**src/rtl/hci_stream_downsizer_pkg.sv**
```systemverilog
// Shared types for the HCI stream downsizer: streamer FSM states and the
// control/flag structs exchanged with the controller.
package hci_stream_downsizer_pkg;

    localparam int unsigned HCI_DS_TRANS_CNT = 16;

    typedef enum logic [1:0] {
        IDLE    = 2'd0,
        WORKING = 2'd1,
        DONE    = 2'd2
    } hci_streamer_state_t;

    typedef struct packed {
        logic                        req_start;
        logic [HCI_DS_TRANS_CNT-1:0] tot_len;
    } hci_downsizer_ctrl_t;

    typedef struct packed {
        logic                        ready_start;
        logic                        done;
        logic [HCI_DS_TRANS_CNT-1:0] beat_cnt;
    } hci_downsizer_flags_t;

endpackage

```
**src/rtl/hci_stream_downsizer_if.sv**
```systemverilog
// HWPE-Stream handshake bundle: data, byte strobes, valid/ready.
interface hwpe_stream_intf_stream #(
    parameter int unsigned DATA_WIDTH = 32
);
    logic                    valid;
    logic                    ready;
    logic [DATA_WIDTH-1:0]   data;
    logic [DATA_WIDTH/8-1:0] strb;

    modport source (output valid, data, strb, input ready);
    modport sink   (input valid, data, strb, output ready);
endinterface

```
**src/rtl/hci_stream_downsizer.sv**
```systemverilog
// Splits each wide stream word into R narrow beats, LS slice first, and stops
// after a programmed number of output beats.
module hci_stream_downsizer
    import hci_stream_downsizer_pkg::*;
#(
    parameter int unsigned IN_WIDTH  = 128,
    parameter int unsigned OUT_WIDTH = 32,
    parameter int unsigned TRANS_CNT = 16
) (
    input  logic                  clk_i,
    input  logic                  rst_ni,
    input  logic                  clear_i,
    input  logic                  enable_i,
    hwpe_stream_intf_stream.sink   stream_i,
    hwpe_stream_intf_stream.source stream_o,
    input  hci_downsizer_ctrl_t   ctrl_i,
    output hci_downsizer_flags_t  flags_o
);

    localparam int unsigned R       = IN_WIDTH / OUT_WIDTH;
    localparam int unsigned IDX_W   = (R > 1) ? $clog2(R) : 1;
    localparam int unsigned IN_STRB = IN_WIDTH / 8;
    localparam int unsigned OUT_STRB = OUT_WIDTH / 8;

    generate
        if ((IN_WIDTH % OUT_WIDTH) != 0 || R == 0 || (R & (R - 1)) != 0 ||
            TRANS_CNT != HCI_DS_TRANS_CNT) begin : g_bad_params
            $fatal(1, "hci_stream_downsizer: illegal width/counter parameters");
        end
    endgenerate

    hci_streamer_state_t  state;
    logic [IN_WIDTH-1:0]  buf_data;
    logic [IN_STRB-1:0]   buf_strb;
    logic                 buf_valid;
    logic [IDX_W-1:0]     idx;
    logic [TRANS_CNT-1:0] beat_cnt;
    logic [TRANS_CNT-1:0] tot_len_q;

    logic working, out_valid, out_hs, in_ready, in_hs, last_slice, last_beat;

    assign working    = enable_i & (state == WORKING);
    assign out_valid  = working & buf_valid;
    assign out_hs     = out_valid & stream_o.ready;
    assign last_slice = (idx == IDX_W'(R - 1));
    assign last_beat  = (beat_cnt == tot_len_q - TRANS_CNT'(1));
    // Refill in the same cycle the last slice leaves, unless that beat ends the transfer.
    assign in_ready   = working & (~buf_valid | (out_hs & last_slice & ~last_beat));
    assign in_hs      = in_ready & stream_i.valid;

    assign stream_i.ready = in_ready;
    assign stream_o.valid = out_valid;
    assign stream_o.data  = buf_data[idx*OUT_WIDTH +: OUT_WIDTH];
    assign stream_o.strb  = buf_strb[idx*OUT_STRB +: OUT_STRB];

    assign flags_o.ready_start = (state == IDLE);
    assign flags_o.done        = (state == DONE);
    assign flags_o.beat_cnt    = beat_cnt;

    always_ff @(posedge clk_i or negedge rst_ni) begin
        if (!rst_ni) begin
            state     <= IDLE;
            buf_data  <= '0;
            buf_strb  <= '0;
            buf_valid <= 1'b0;
            idx       <= '0;
            beat_cnt  <= '0;
            tot_len_q <= '0;
        end else if (clear_i) begin
            state     <= IDLE;
            buf_valid <= 1'b0;
            idx       <= '0;
            beat_cnt  <= '0;
        end else if (enable_i) begin
            case (state)
                IDLE: begin
                    if (ctrl_i.req_start) begin
                        tot_len_q <= ctrl_i.tot_len;
                        state     <= (ctrl_i.tot_len != '0) ? WORKING : DONE;
                    end
                end
                WORKING: begin
                    if (out_hs) begin
                        beat_cnt <= beat_cnt + TRANS_CNT'(1);
                        idx      <= last_slice ? '0 : idx + IDX_W'(1);
                        if (last_slice) buf_valid <= 1'b0;
                        if (last_beat) state <= DONE;
                    end
                    if (in_hs) begin
                        buf_data  <= stream_i.data;
                        buf_strb  <= stream_i.strb;
                        buf_valid <= 1'b1;
                    end
                end
                DONE: begin
                    buf_valid <= 1'b0;
                    idx       <= '0;
                    beat_cnt  <= '0;
                    state     <= IDLE;
                end
                default: state <= IDLE;
            endcase
        end
    end

endmodule

```
**src/flat_wrapper.sv**
```systemverilog
// flat-port wrapper written by rule: the top's interface ports become plain ports
module hci_stream_downsizer_flat import hci_stream_downsizer_pkg::*;
#(
    parameter int unsigned IN_WIDTH  = 128,
    parameter int unsigned OUT_WIDTH = 32,
    parameter int unsigned TRANS_CNT = 16
)
  (clk_i, rst_ni, clear_i, enable_i, ctrl_i, flags_o, stream_i_valid, stream_i_data, stream_i_strb, stream_i_ready, stream_o_valid, stream_o_data, stream_o_strb, stream_o_ready);
  hwpe_stream_intf_stream #(.DATA_WIDTH(128)) stream_i_i ();
  hwpe_stream_intf_stream #(.DATA_WIDTH(32)) stream_o_i ();
  input  logic clk_i;
  input  logic rst_ni;
  input  logic clear_i;
  input  logic enable_i;
  input  hci_downsizer_ctrl_t ctrl_i;
  output hci_downsizer_flags_t flags_o;
  input wire logic [$bits(stream_i_i.valid)-1:0] stream_i_valid;
  input wire logic [$bits(stream_i_i.data)-1:0] stream_i_data;
  input wire logic [$bits(stream_i_i.strb)-1:0] stream_i_strb;
  output wire logic [$bits(stream_i_i.ready)-1:0] stream_i_ready;
  output wire logic [$bits(stream_o_i.valid)-1:0] stream_o_valid;
  output wire logic [$bits(stream_o_i.data)-1:0] stream_o_data;
  output wire logic [$bits(stream_o_i.strb)-1:0] stream_o_strb;
  input wire logic [$bits(stream_o_i.ready)-1:0] stream_o_ready;
  assign stream_i_i.valid = stream_i_valid;
  assign stream_i_i.data = stream_i_data;
  assign stream_i_i.strb = stream_i_strb;
  assign stream_i_ready = stream_i_i.ready;
  assign stream_o_valid = stream_o_i.valid;
  assign stream_o_data = stream_o_i.data;
  assign stream_o_strb = stream_o_i.strb;
  assign stream_o_i.ready = stream_o_ready;
  hci_stream_downsizer #(.IN_WIDTH(IN_WIDTH), .OUT_WIDTH(OUT_WIDTH), .TRANS_CNT(TRANS_CNT)) u_core (.clk_i(clk_i), .rst_ni(rst_ni), .clear_i(clear_i), .enable_i(enable_i), .stream_i(stream_i_i), .stream_o(stream_o_i), .ctrl_i(ctrl_i), .flags_o(flags_o));
endmodule
```
**config.mk**
```make
export PLATFORM = sky130hd
export DESIGN_NAME = hci_stream_downsizer_flat
export DESIGN_NICKNAME = d
export VERILOG_FILES = /design/src/rtl/hci_stream_downsizer_pkg.sv /design/src/rtl/hci_stream_downsizer_if.sv /design/src/rtl/hci_stream_downsizer.sv /design/src/flat_wrapper.sv
export SDC_FILE = /design/constraint.sdc
export NUM_CORES = 1
export LEC_CHECK = 0
export CORE_MARGIN = 5
export CORE_UTILIZATION = 31
export CTS_CLUSTER_SIZE = 24
export DETAILED_ROUTE_END_ITERATION = 7
export GPL_TIMING_DRIVEN = 0
export MAX_ROUTING_LAYER = met4
export PLACE_DENSITY = 0.63
export SLEW_MARGIN = 20
export SYNTH_ARGS = -nofsm -noshare
export SYNTH_HDL_FRONTEND = slang
export SYNTH_SLANG_ARGS = --single-unit
```
**constraint.sdc**
```tcl
create_clock -name clk_i -period 4.7 [get_ports clk_i]
set_clock_uncertainty 0.05 [all_clocks]
set_input_delay 0.94 -clock clk_i [delete_from_list [all_inputs] [get_ports clk_i]]
set_output_delay 0.94 -clock clk_i [all_outputs]
set_load 0.02 [all_outputs]
```
==> impl_metrics.ini <==
[run_status]
status = finished, final reports clean

[routing]
wl_mm = 24.7
avgViaCountPerCell = 4.80
detail_route.first_pass.iterations = 6
post-route-drc-count = 0
detail_route.wl_per_cell_um = 19.8
routed-via-count = 5990
ant_nets = 0
drt_iter0_markers = 386

[global_routing]
grt_start_max_net_pins = 72
grt.total_usage_pct = 16.3
overflow = 0
first_global_vias = 6512
initial_antenna_violation_count = 5
grt_first_pass_wirelength_mm = 38.2

[worst_setup_path]
arrival_ps = 3320
worstSetupStartpointType = flop
timing.critical_path.slowest_stage_cell = sky130_fd_sc_hd__or4_4
rr_endpoint = u_core.buf_data[95]
crit_path_cell_trace = buf_6, or4_4, or3_4, or4b_1, a22oi_1, and4_4, o21a_1, nor2_1, dlymetal6s2s_1
timing.critical_path.required_ps = 3710
critical_path_class = flop to primary output
reg2reg_setup_slack_ps = 1090
r2r-start = u_core.tot_len_q[3]
setup.worst_path.end_class = primary output
path_max_fanout = 8
reg2regPathDepth = 11
slowest_delay_ps = 560

[synthesis]
yosysWarnings = 0
synth-edff-count = 0
syn_nets = 779
synthFlopType = sky130_fd_sc_hd__dfrtp_1
synth.lib_cells_used.distinct = 51
most_used_standard_cell_by_instance_count_after_synthesis = sky130_fd_sc_hd__dfrtp_1
synth_area_leader = sky130_fd_sc_hd__dfrtp_1
synth.top_cell.area_share_pct = 52.0
ys_seq_area_share_pct = 52.0
netlist_top_cells_count = sky130_fd_sc_hd__dfrtp_1, sky130_fd_sc_hd__mux2_2, sky130_fd_sc_hd__mux2_4
netlist_area_um2 = 8710
synth_area_per_cell_um2 = 14.3
postSynthRegisterBits = 181
async_flop_share_pct = 100
synthTopCellsByArea = sky130_fd_sc_hd__dfrtp_1, sky130_fd_sc_hd__mux2_2, sky130_fd_sc_hd__mux4_2
syn_inst = 609

[floorplan]
rows = 61
die_x_um = 178
starting_density_of_the_core_pct = 31.4
die_area_um2 = 31600
die_y_extent_um = 178
design.portCount = 223
core_region_area_um2 = 27800

[power]
vdd_drop_max_v = 0.000206
total_leakage_power_nw = 4.96
power-per-cell-area_nw_per_um2 = 402

[sta]
grt_setup_unrepaired = no
period_share_pct = 91.7
final-hold-violation-count = 0
finalSetupViolCount = 0
slew_headroom_pct = 36.6
fin_crit_ps = 4310
worstMarginPinSlew_ps = 952
slew_violations = 0
hold_ws_ps = 330
achievable-frequency_ghz = 0.232
setup_tns_ps = 0

[placed_design]
io_buffers = 222
hpwl_mm = 18.3
placed_cells = 1211
global_placement_routability_congestion = 0.873

[cells_and_area]
drive_above_1_share_pct = 29.9
area_growth_syn_to_layout_pct = 39.1
final_nets = 1022
instances_no_fill = 1248

[clock_network]
cts_tree = built
cts.root.buffer_cell = sky130_fd_sc_hd__clkbuf_16
cts_made_buffers = 17
cts.path.max_buffers = 2
clock_transition_time_at_the_flip_flop_clock_pins_of_the_worst_setup_and_hold_paths_ps = 80
clkSinkCount = 181
clkLatencyLatePin_ps = 430
cts.hold.buffers_added = 0
post_cts.repair.setup_buffers = 0
htree_levels = 4

[job]
max-cap-violations = 0

[min_path]
class_of_the_tightest_hold_or_removal_check = input pin to async pin
power breakdown:
part           total (mW)  switching, mW  internal, mW
clock network        1.47          0.728         0.739
registers            2.14          0.216          1.92
logic                1.26          0.457         0.803
cell families (layout without fill, tap and decap cells):
kind of cell    after synthesis  count (layout)  synth area share, %
compound gates               62              62                 4.34
xor+xnor                     20              20                 2.01
fa+ha+maj                     3               3                0.431
buf+inv                      36             292                 2.37
flops                       181             181                 52.0
mux                         195             195                 32.0
other cells                   0               5                    0
simple gates                112             112                 6.91
state kept, by name, indices dropped and copies added, names as in the netlist:
name	count
u_core.beat_cnt	16
u_core.buf_data	128
u_core.buf_strb	16
u_core.buf_valid	1
u_core.idx	2
u_core.state	2
u_core.tot_len_q	16
repair_timing:
item                       CTS  global route
gates cloned                 0             0
gates resized for setup      2             5
setup endpoints to repair    2            19
critical path: cells and delay by family, from the launching register on:
family | cells | cell delay [ps]
compound gates | 2 | 330
buf+inv | 2 | 340
flops | 1 | 380
simple gates | 5 | 1850
cells in the final DEF (no fill, tap or decap), types with 11 or more instances in the layout:
master,netlist,layout
sky130_fd_sc_hd__clkbuf_16,0,17
sky130_fd_sc_hd__mux2_4,49,49
sky130_fd_sc_hd__mux4_2,36,36
sky130_fd_sc_hd__nand2_1,22,22
sky130_fd_sc_hd__xor2_1,11,11
sky130_fd_sc_hd__a21oi_1,11,11
sky130_fd_sc_hd__mux2_2,110,110
sky130_fd_sc_hd__o21ai_0,30,30
sky130_fd_sc_hd__clkbuf_1,12,12
sky130_fd_sc_hd__nor2_1,25,25
sky130_fd_sc_hd__dfrtp_1,181,181
sky130_fd_sc_hd__clkdlybuf4s50_1,0,220
how the worst max path moves through the flow:
stage	from	endpoint	slack, ps	depth (start not counted)
2_1_floorplan	u_core.tot_len_q[3]	stream_i_ready	1200	8
3_3_place_gp	rst_ni	u_core.tot_len_q[10]	-5250	1
3_5_place_dp	u_core.tot_len_q[3]	stream_i_ready	470	9
4_1_cts	u_core.tot_len_q[0]	stream_i_ready	20	10
5_1_grt	u_core.idx[0]	stream_o_data[1]	230	4
6_report	u_core.tot_len_q[3]	stream_i_ready	390	9
area by class of cell:
type	instances	area, µm²
Antenna cell	5	12.5
Timing Repair Buffer	224	2280
Inverter	5	18.8
Clock inverter	14	183
Clock buffer	18	439
Sequential cell	181	4530
Tap cell	378	473
Multi-Input combinational cell	392	3990
Buffer	31	190
Fill cell	2592	15700
per-layer routing:
metal | GRT usage, % | wire length, µm | up-vias
li1 | - | - | 2765
met1 | 21.6 | 11200 | 3006
met2 | 25.3 | 11700 | 209
met3 | 4.47 | 1750 | 10
met4 | 3.45 | 162 | 0
met5 | - | 0 | -
stage by stage:
stage	worst slack (ps)	power [mW]	area, µm²	utilization [%]
2_1_floorplan	1200	2.89	8710	-
3_3_place_gp	-5250	3.40	11400	41.1
3_5_place_dp	470	3.44	11500	41.3
4_1_cts	15.8	4.94	12100	43.6
5_1_grt	228	5.12	12100	43.6
6_report	390	4.87	12100	43.6
Power figures use the tool's default switching activity.
